$ cat src/rtl/logic_4b_pkg.sv
// Shared definitions for the 4-bit logic-gate checker: op encoding, FSM states
// and the reference function for the expected gate result.
package logic_4b_pkg;

  localparam int LOGIC_W = 4;

  localparam logic [1:0] OP_AND  = 2'd0;
  localparam logic [1:0] OP_OR   = 2'd1;
  localparam logic [1:0] OP_XOR  = 2'd2;
  localparam logic [1:0] OP_NAND = 2'd3;

  typedef enum logic [1:0] {
    S_IDLE = 2'd0,
    S_RUN  = 2'd1,
    S_DONE = 2'd2
  } state_t;

  function automatic logic [LOGIC_W-1:0] logic_4b_ref(
    input logic [1:0]         op,
    input logic [LOGIC_W-1:0] x,
    input logic [LOGIC_W-1:0] y
  );
    case (op)
      OP_AND:  logic_4b_ref = x & y;
      OP_OR:   logic_4b_ref = x | y;
      OP_XOR:  logic_4b_ref = x ^ y;
      default: logic_4b_ref = ~(x & y);
    endcase
  endfunction

endpackage

$ cat src/rtl/logic_4b_ref_unit.sv
// Combinational expected-result mux for the 4-bit logic gates.
module logic_4b_ref_unit
  import logic_4b_pkg::*;
(
  input  logic [1:0]         op,
  input  logic [LOGIC_W-1:0] x,
  input  logic [LOGIC_W-1:0] y,
  output logic [LOGIC_W-1:0] exp_o
);

  assign exp_o = logic_4b_ref(op, x, y);

endmodule

$ cat config.mk
export PLATFORM = sky130hd
export DESIGN_NAME = logic_4b_ref_unit
export DESIGN_NICKNAME = d
export VERILOG_FILES = /design/src/rtl/logic_4b_pkg.sv /design/src/rtl/logic_4b_ref_unit.sv
export SDC_FILE = /design/constraint.sdc
export NUM_CORES = 1
export LEC_CHECK = 0
export ABC_AREA = 1
export CORE_AREA = 3 3 40 42
export DETAILED_ROUTE_END_ITERATION = 6
export DIE_AREA = 0 0 43 45
export SLEW_MARGIN = 10
export SYNTH_ARGS = -nofsm -noshare
export SYNTH_HDL_FRONTEND = slang
export SYNTH_SLANG_ARGS = --single-unit
export TNS_END_PERCENT = 50
$ cat constraint.sdc
create_clock -name vclk -period 0.8
set_input_delay 0.16 -clock vclk [all_inputs]
set_output_delay 0.16 -clock vclk [all_outputs]
set_load 0.03 [all_outputs]
-- After elaboration in Yosys (flattened, before gate mapping)
Index checks and enable logic that the tools add are counted.
- flip-flop bits (word level): 0
- word-level logic and storage cells: 8
- bitwise gates (word level): 4
- equal/unequal tests: 2
- muxes and demuxes: 1
- reduce and logical (&&, ||, !) cells: 1
- operator list (cell ; number):
    $pmux 4 s3 ; 1
    $and 4x4->4 ; 1
    $not 4->4 ; 1
    $or 4x4->4 ; 1
    $xor 4x4->4 ; 1
    $eq 2x1->1 const B ; 1
    $eq 2x2->1 const B ; 1
    $logic_not 2->1 ; 1

-- Depth between registers and ports, before layout
Gate-level depths: netlist of run 1.
- word-level depth: 3
- depth in mapped cells: 4
- depth with buffers taken out: 4

-- Least setup slack after synthesis of run 1
OpenSTA, ideal clock, no wires.
- kind: in2out
- start point: in y[0]
- end point: out exp_o[0]
- required time: 0.640 ns
- setup slack: -0.201 ns
- stages on the path: 4
- arrival time: 0.841 ns
- buffers on the path: 0
- cells stage by stage: inv_1 > ha_1 > nand3_1 > nand4_1
- cells in the longest elaborated chain, start to end: 3
- elaborated cells between the ends (all ways): 5
- classes of those cells: mux: 1; bitwise: 4
- RTL lines (element ; line ; source):
    from (decl) ; logic_4b_ref_unit.sv:7 ; input logic [LOGIC_W-1:0] y,
    $and 4x4->4 ; logic_4b_pkg.sv:24, logic_4b_pkg.sv:27 ;
    $not 4->4 ; logic_4b_pkg.sv:27 ; default: logic_4b_ref = ~(x & y);
    $pmux 4 s3 * ; logic_4b_pkg.sv:23 ; case (op)
    to (decl) ; logic_4b_ref_unit.sv:8 ; output logic [LOGIC_W-1:0] exp_o
Every way passes the cells marked *; elsewhere a longest branch is shown, timed or not.

-- Final worst setup path of run 1
- start point: in x[3]
- end point: out exp_o[3]
- cells in the longest elaborated chain, start to end: 3
- elaborated cells between the ends (all ways): 5
- classes of those cells: mux: 1; bitwise: 4
- RTL lines (element ; line ; source):
    from (decl) ; logic_4b_ref_unit.sv:6 ; input logic [LOGIC_W-1:0] x,
    $and 4x4->4 ; logic_4b_pkg.sv:24, logic_4b_pkg.sv:27 ;
    $not 4->4 ; logic_4b_pkg.sv:27 ;
    $pmux 4 s3 * ; logic_4b_pkg.sv:23 ;
Marked as above.

==> results of run 1 <==
worst max-delay path: stages:
cell and delay (ns):
buf_6 0.11, inv_12 0.03, ha_4 0.25, nand3_2 0.05
nand4_1 0.11, buf_6 0.14
cell usage after synthesis:
master,n
buf_6,2
ha_1,8
inv_1,12
inv_2,2
nand2_1,4
nand3_1,8
nand3b_1,4
nand4_1,4
nor2_8,1
final timing paths:
check	startpoint	to	slack [ns]
max	x[3]	exp_o[3]	-0.20
min	op[1]	exp_o[0]	0.79
power breakdown:
| part | switching, mW | internal (mW) | total (mW) | leakage (nW) |
|---|---|---|---|---|
| clock | 0 | 0 | 0 | 0 |
| combinational | 0.195 | 0.215 | 0.411 | 0.305 |
| sequential | 0 | 0 | 0 | 0 |
| total | 0.195 | 0.215 | 0.411 | 0.305 |
through the flow:
stage,hold WS [ns],util
2_1_floorplan,0.743,-
3_3_place_gp,1.24,0.498
3_5_place_dp,1.25,0.498
4_1_cts,0.833,0.542
5_1_grt,0.835,0.559
6_report,0.787,0.559
what timing repair did:
item                                    CTS  global route
endpoints found under the setup margin    4             4
setup buffers                             0             0
pin swaps                                 8             6
gates resized for setup                  53            22
gates cloned                              1             0
layout make-up:
class              instances  share of cell area
inverters                 14               0.160
multi-input cells         29               0.467
repair buffers            18               0.347
well taps                 15              0.0261
cells by family after synthesis:
group                      synth area share
and+or+nand+nor                       0.426
buffers and inverters                 0.246
adders and majority gates             0.328
metal layers:
| metal | wire length (um) | part of all wire |
|---|---|---|
| met1 | 351 | 0.50 |
| met4 | 0 | 0 |
| met3 | 37 | 0.052 |
| met5 | 0 | 0 |
| met2 | 317 | 0.45 |
==> metrics.csv, run 1 <==
metric;value;unit
final_cells;76;
p_per_area;572;nW/um^2
area_delta_synth_final;135;%
nets;81;
grt_pass1_vias;308;
place.gp.congestion;0.689;
crit_type;input port to primary output;
grt_pass1_wl;1390;um
yosysUniqueCellTypes;9;
yosys-top-cells-area;ha_1 (33%), inv_1 (15%), nand3_1 (13%), nand3b_1 (9.8%), nand4_1 (8.2%);
via_per_inst;4.45;
finalHoldViolCount;0;
vias;338;
nFlopsAndLatches;0;
syn_nets;63;
ys_warn_count;0;
met2_usage;0.135;
final_common_cell;buf_6;
required;0.64;ns
layout_common_cells;buf_6 (9), ha_4 (6), inv_4 (5);
ios;14;
hp-class;input port to primary output;
rsz0062_at_grt;yes;
power.leakage;0.305;nW
dieArea;1940;sq um
drtIter0Drc;10;
holdPathStages;5;
grt_max_degree;8;
tightest_slew;0.103;ns
finalSetupViolCount;4;
gr-total-overflow;0;
multi_input_area;335;sq um
maxSlewHeadroom;0.931;
postSynthCellCount;45;
pre_cts_ws;-0.696;ns
cap_violations;0;
grt.total_usage;0.0871;
finalWirelength;706;um
core_region_area;1280;sq um
antenna-diode-count;0;
ant_nets;0;
violations;negative setup slack;
antenna_found_initial;0;
power;411;uW
synth_top_cell_area_share;0.328;
fin_crit_sh;1.25;
placed_cells;79;
endpoint_kind;primary output;
syn_area_per_cell;6.78;sq um
die_w;43;um
dp.final_hpwl;590;um
syn-cell-area;305;sq um
finalSetupTns;-0.719;ns
status;finished with violations;
yosysSeqAreaShare;0;
finalMaxSlewViolations;0;
cp_data_arrival_time;0.84;ns
nClkBuffers;0;
drc;0;
start_util;0.238;
drt_pre_antenna_iters;4;
cp-start-kind;input port;
worstPathMaxFanout;2;
layout_min_cycle_time;1.00;ns
gr-usage-met1;0.143;
fin_ws;-0.201;ns
wl_per_cell;9.29;um
seq_area;0;sq um
dieHeight;45;um
row_count;13;
grt_busiest_layer;met1;
ir_drop;233;uV
yosysTopAreaCell;ha_1;
portBuffers;14;
fin_area;718;sq um
fill_cells;118;
fmax;0.999;GHz
drive_above_1_share;0.705;
dpl_cell_area;639;sq um
ctsHoldBuffers;0;
grtUsageMet3;0;
Note: power is estimated with default switching activity, not from simulation.
==> inputs of run 2 (changes only) <==
--- a/config.mk
+++ b/config.mk
@@ -9,7 +9,7 @@
 export CORE_AREA = 3 3 40 42
 export DETAILED_ROUTE_END_ITERATION = 6
 export DIE_AREA = 0 0 43 45
-export SLEW_MARGIN = 10
+export SLEW_MARGIN = 20
 export SYNTH_ARGS = -nofsm -noshare
 export SYNTH_HDL_FRONTEND = slang
 export SYNTH_SLANG_ARGS = --single-unit
==> results of run 2 <==
Same layout as run 1: the final DEF is identical, and so are final timing and power.
